`config.mk`:
```
export PLATFORM = sky130hd
export DESIGN_NAME = tl_ul_sram_responder
export DESIGN_NICKNAME = d
export VERILOG_FILES = /design/src/rtl/tl_ul_sram_responder.sv
export SDC_FILE = /design/constraint.sdc
export NUM_CORES = 2
export LEC_CHECK = 0
export ABC_AREA = 0
export CAP_MARGIN = 20
export CELL_PAD_IN_SITES_DETAIL_PLACEMENT = 0
export CELL_PAD_IN_SITES_GLOBAL_PLACEMENT = 2
export CORE_MARGIN = 3
export CORE_UTILIZATION = 43
export CTS_BUF_LIST = sky130_fd_sc_hd__clkbuf_2 sky130_fd_sc_hd__clkbuf_4 sky130_fd_sc_hd__clkbuf_8
export DETAILED_ROUTE_END_ITERATION = 7
export PLACE_DENSITY = 0.78
export SLEW_MARGIN = 20
export SYNTH_ARGS = -nofsm -noshare
export SYNTH_HDL_FRONTEND = slang
export SYNTH_SLANG_ARGS = --single-unit
```
`constraint.sdc`:
```
create_clock -name clock -period 78.7 [get_ports clock]
set_input_delay 15.74 -clock clock [delete_from_list [all_inputs] [get_ports clock]]
set_output_delay 15.74 -clock clock [all_outputs]
set_load 0.005 [all_outputs]
```
`src/rtl/tl_ul_sram_responder.sv`:
```
// tl_ul_sram_responder
//   TileLink-UL responder endpoint that terminates the A channel and returns
//   D-channel responses. The backing store is a word-addressed register array
//   of DEPTH 32-bit words with byte-lane writes. The design accepts one
//   request per cycle and holds each response in a single output register.
//
// Ports
//   clock, reset          rising-edge clock, asynchronous active-high reset
//   a_valid/a_ready       A-channel handshake (a_ready is combinational)
//   a_opcode..a_corrupt   A-channel request fields (a_param is ignored)
//   d_valid/d_ready       D-channel handshake
//   d_opcode..d_corrupt   registered D-channel response fields
module tl_ul_sram_responder #(
  parameter int DEPTH    = 64,
  parameter int SOURCE_W = 3
) (
  input  logic                clock,
  input  logic                reset,
  input  logic                a_valid,
  output logic                a_ready,
  input  logic [2:0]          a_opcode,
  input  logic [2:0]          a_param,
  input  logic [1:0]          a_size,
  input  logic [SOURCE_W-1:0] a_source,
  input  logic [11:0]         a_address,
  input  logic [3:0]          a_mask,
  input  logic [31:0]         a_data,
  input  logic                a_corrupt,
  output logic                d_valid,
  input  logic                d_ready,
  output logic [2:0]          d_opcode,
  output logic [1:0]          d_param,
  output logic [1:0]          d_size,
  output logic [SOURCE_W-1:0] d_source,
  output logic                d_sink,
  output logic                d_denied,
  output logic [31:0]         d_data,
  output logic                d_corrupt
);

  localparam int IDX_W = $clog2(DEPTH);

  localparam logic [2:0] OP_PUT_FULL    = 3'd0;
  localparam logic [2:0] OP_PUT_PARTIAL = 3'd1;
  localparam logic [2:0] OP_ARITHMETIC  = 3'd2;
  localparam logic [2:0] OP_LOGICAL     = 3'd3;
  localparam logic [2:0] OP_GET         = 3'd4;

  localparam logic [2:0] D_ACCESS_ACK      = 3'd0;
  localparam logic [2:0] D_ACCESS_ACK_DATA = 3'd1;
  localparam logic [2:0] D_HINT_ACK        = 3'd2;

  logic [31:0]      mem [DEPTH];
  logic             a_fire;
  logic [IDX_W-1:0] idx;
  logic             misaligned;
  logic             err;
  logic             do_write;
  logic [2:0]       rsp_opcode;
  logic             rsp_denied;
  logic             rsp_corrupt;
  logic [31:0]      rsp_data;
  logic             unused_param;

  assign unused_param = ^a_param;

  // The response register can take a new entry whenever it is empty or is
  // being drained this very cycle.
  assign a_ready = !d_valid || d_ready;
  assign a_fire  = a_valid && a_ready;
  assign idx     = a_address[2 +: IDX_W];

  always_comb begin
    misaligned = 1'b0;
    case (a_size)
      2'd1:    misaligned = a_address[0];
      2'd2:    misaligned = |a_address[1:0];
      default: misaligned = 1'b0;
    endcase
  end

  // Comparing the whole word address against DEPTH covers both an index
  // past the array and any set address bits above the index field.
  assign err = (32'(a_address[11:2]) >= DEPTH) || (a_size > 2'd2) || misaligned;

  always_comb begin
    do_write    = 1'b0;
    rsp_opcode  = D_HINT_ACK;
    rsp_denied  = 1'b0;
    rsp_corrupt = 1'b0;
    rsp_data    = '0;
    case (a_opcode)
      OP_PUT_FULL, OP_PUT_PARTIAL: begin
        rsp_opcode = D_ACCESS_ACK;
        if (err || a_corrupt) rsp_denied = 1'b1;
        else                  do_write   = 1'b1;
      end
      OP_ARITHMETIC, OP_LOGICAL: begin
        rsp_opcode  = D_ACCESS_ACK_DATA;
        rsp_denied  = 1'b1;
        rsp_corrupt = 1'b1;
      end
      OP_GET: begin
        rsp_opcode = D_ACCESS_ACK_DATA;
        if (err) begin
          rsp_denied  = 1'b1;
          rsp_corrupt = 1'b1;
        end else begin
          rsp_data = mem[idx];
        end
      end
      default: rsp_opcode = D_HINT_ACK;  // Intent and reserved opcodes
    endcase
  end

  always_ff @(posedge clock or posedge reset) begin
    if (reset) begin
      for (int i = 0; i < DEPTH; i++) mem[i] <= '0;
    end else if (a_fire && do_write) begin
      for (int b = 0; b < 4; b++) begin
        if (a_mask[b]) mem[idx][8*b +: 8] <= a_data[8*b +: 8];
      end
    end
  end

  // A simultaneous drain and accept simply overwrites the register, so
  // d_valid stays high through back-to-back traffic.
  always_ff @(posedge clock or posedge reset) begin
    if (reset) begin
      d_valid   <= 1'b0;
      d_opcode  <= '0;
      d_size    <= '0;
      d_source  <= '0;
      d_denied  <= 1'b0;
      d_data    <= '0;
      d_corrupt <= 1'b0;
    end else if (a_fire) begin
      d_valid   <= 1'b1;
      d_opcode  <= rsp_opcode;
      d_size    <= a_size;
      d_source  <= a_source;
      d_denied  <= rsp_denied;
      d_data    <= rsp_data;
      d_corrupt <= rsp_corrupt;
    end else if (d_ready) begin
      d_valid <= 1'b0;
    end
  end

  assign d_param = 2'd0;
  assign d_sink  = 1'b0;

endmodule

```
==> results by group <==
Clock tree
  • PostCTS Resize Cnt: 0
  • Clock buffer count from CTS: 367
  • CTS clock-pin slew for the worst setup and hold paths: 0.05 ns
  • Root buf cell: clkbuf_8
  • H-tree levels: 5
  • Clock buffer depth: 4
  • Worst-Skew Late Latency: 1.16 ns
  • CTS sink count: 2090
  • CTS tree: done
  • Post-CTS Setup Bufs: 0
  • CTS Hold Buffers Added: 0

Logic synthesis
  • Ys async rst share: 100%
  • Sequential cell area fraction in the yosys report: 54.6%
  • Gate Count Post-Synth: 6838
  • Flops & latches, synth: 2090
  • Avg Cell Area, Syn: 14.0 µm²
  • Post-synth EDFFs: 0
  • Synth warn: 0
  • Synthesized area: 95700 µm²
  • Synth cell types: 75
  • Primary FF master, synth: dfrtp_1

Detailed routing
  • Pre-antenna DRT Iters: 7
  • Post-Route WL: 334000 µm
  • WL/cell: 32.9 µm
  • 1st-iter DRT viols: 5557
  • Antenna Violating Nets Remaining: 0
  • Via count: 62800
  • Vias/cell: 6.19
  • # DRC: 0

Timing
  • Worst relative slew slack: 13.1%
  • Final Setup Violations: 0
  • Worst Skew: 0.0885 ns
  • Post-route clock period utilization: 41.5%
  • Period minus WS final: 32.65 ns
  • Hold slack: 0.476 ns
  • Slew Limit Fails: 0
  • Setup TNS: 0 ns
  • Least-Margin Pin Slew: 1.30 ns
  • RSZ-0062 raised after global routing: no
  • Final hold vios: 0
  • Max Clk Rate: 30.6 MHz

Critical path
  • Worst path depth: 3
  • CP peak stage delay: 0.54 ns
  • CP bufs+invs: 2
  • Worst reg-to-reg path cell count: 9
  • Most used cell, CP: clkdlybuf4s50_1
  • Crit path cell chain: clkdlybuf4s50_1, nand2b_1, clkdlybuf4s50_1
  • Reg-to-reg slack, setup: 74.78 ns
  • Crit path capture type: output pin
  • Slowest CP cell: clkdlybuf4s50_1
  • R2r startpoint: d_valid
  • Crit-path leading delay family: buffers and inverters
  • CP Data Required Time: 62.96 ns
  • RR Endpoint: mem[1219]
  • Crit path max fanout: 3
  • CP arrival: 16.91 ns
  • Kind of critical path: input pin to output pin
  • Startpoint class of the critical path: input pin

Power
  • Pleak: 54.2 nW
  • Pwr dens: 21.4 nW/µm²
  • IR Drop Worst-Case VDD: 19.1 µV

Global routing
  • M3 GR Usage: 6.94%
  • Total track usage: 28.9%
  • Met1 usage: 39.6%
  • Vias in the first global route: 64000
  • Grt peak-use layer: met2
  • Antenna violations before repair: 23
  • Pin count of the biggest net entering global routing: 177
  • Grt met2 use: 43.6%
  • Gr ovfl total: 0
  • Global-route wire length before repair: 479000 µm

Floorplan
  • Die height: 478 µm
  • Core area: 221000 µm²
  • Initial Utilization: 43.4%
  • Num ports: 111
  • Die footprint: 228000 µm²
  • Die Wd: 478 µm
  • Row cnt: 172

Place
  • Cells after DPL: 9492
  • Post-DP Area: 98900 µm²
  • DP HPWL: 204000 µm
  • GPL Wtd Cong: 0.853
  • Number of port buffers: 103

Final layout
  • Design area: 107000 µm²
  • Final nets: 6973
  • Most common cell after layout, fill and taps aside: dfrtp_1
  • Post-layout util: 48.4%
  • Fill cells: 19300
  • Most frequent cells in the layout: dfrtp_1 (2090), mux2_1 (1809), clkbuf_8 (485), mux2_2 (423), o22ai_1 (296)
  • Share of post-route cells with drive strength above 1: 23.8%
  • P&R area growth vs syn: 11.6%
  • Final cell count without fillers: 10200

Outcome
  • Run status: complete, no violations

Run
  • Max Cap Viol: 0

Worst hold path
  • Hold Crit Depth: 2
  • Hold path start: d_size[0]
  • WHS Endpoint: d_size[0]
  • Worst min path class: flop to flop
final cells by class:
class	count	area [µm²]	area share (%)
Clock buffer	606	7580	7.10
Antenna cell	21	52.6	0.0492
Multi-Input combinational cell	4193	40800	38.2
Sequential cell	2090	52300	48.9
Timing Repair Buffer	248	2170	2.03
Clock inverter	31	208	0.194
Tap cell	2958	3700	3.46
Inverter	6	38.8	0.0363
metrics by stage:
step	setup slack, ns	power [W]
global route	45.98	0.00236
CTS	46.04	0.00230
detailed placement	46.04	0.00124
floorplan	3.92	0.00118
global placement	46.05	0.00123
finish	46.05	0.00228
worst max-delay path by stage:
stage / endpoint / start
finish: a_ready / d_ready
global route: a_ready / d_ready
CTS: a_ready / d_ready
detailed placement: a_ready / d_ready
global placement: a_ready / d_ready
floorplan: d_corrupt / reset
metal layers:
metal	wire length, µm	up-vias	share of wire, %
met5	57	-	0.017
li1	-	25700	-
met4	17100	8	5.1
met1	142000	33900	43
met3	26200	718	7.8
met2	149000	2513	45
power breakdown:
part	total (W)	internal, W	leakage [nW]	switching [W]
logic	0.000142	0.0000313	20.9	0.000110
registers	0.00108	0.00108	29.2	0.000000743
clock network	0.00106	0.000607	4.15	0.000457
total	0.00228	0.00171	54.2	0.000568
synth_stat cells, drive strengths merged, types with 10 or more instances:
library cell	instances	share of area (%)
a32o	14	0.15
nand3	17	0.089
o21ai	119	0.62
o221ai	163	1.5
or3	13	0.085
nand2b	11	0.072
mux2i	186	1.9
mux4	154	3.6
clkbuf	276	1.1
buf	276	1.9
nor2	144	0.63
nor4	15	0.10
a221oi	24	0.23
a22oi	68	0.53
nor2b	10	0.065
o22a	14	0.13
mux2	2232	26
nand2	391	2.1
o22ai	296	1.9
a21oi	107	0.56
o31ai	13	0.11
a211oi	25	0.20
a2bb2oi	13	0.12
and2	10	0.065
nor3	24	0.13
a2111oi	10	0.092
dfrtp	2090	55
sequential cells by signal (all words and copies together) (netlist names):
name       count
d_corrupt      1
d_data        32
d_denied       1
d_opcode       2
d_size         2
d_source       3
d_valid        1
mem         2048
kinds of logic (layout without fill, tap and decap cells):
family,after synthesis,after routing,share of synthesized area [%]
AOI/OAI and AO/OA,942,942,6.86
buffers and inverters,558,891,2.98
adders and majority gates,3,3,0.0392
and+or+nand+nor,672,672,3.64
muxes,2572,2572,31.8
DFF,2090,2090,54.6
other,1,25,0.00392
worst min-delay path, cell delays in order (launching register included):
cell,delay (ns)
dfrtp_1,0.34
nand2_1,0.04
o21ai_0,0.06
(Power assumes the default switching activity.)
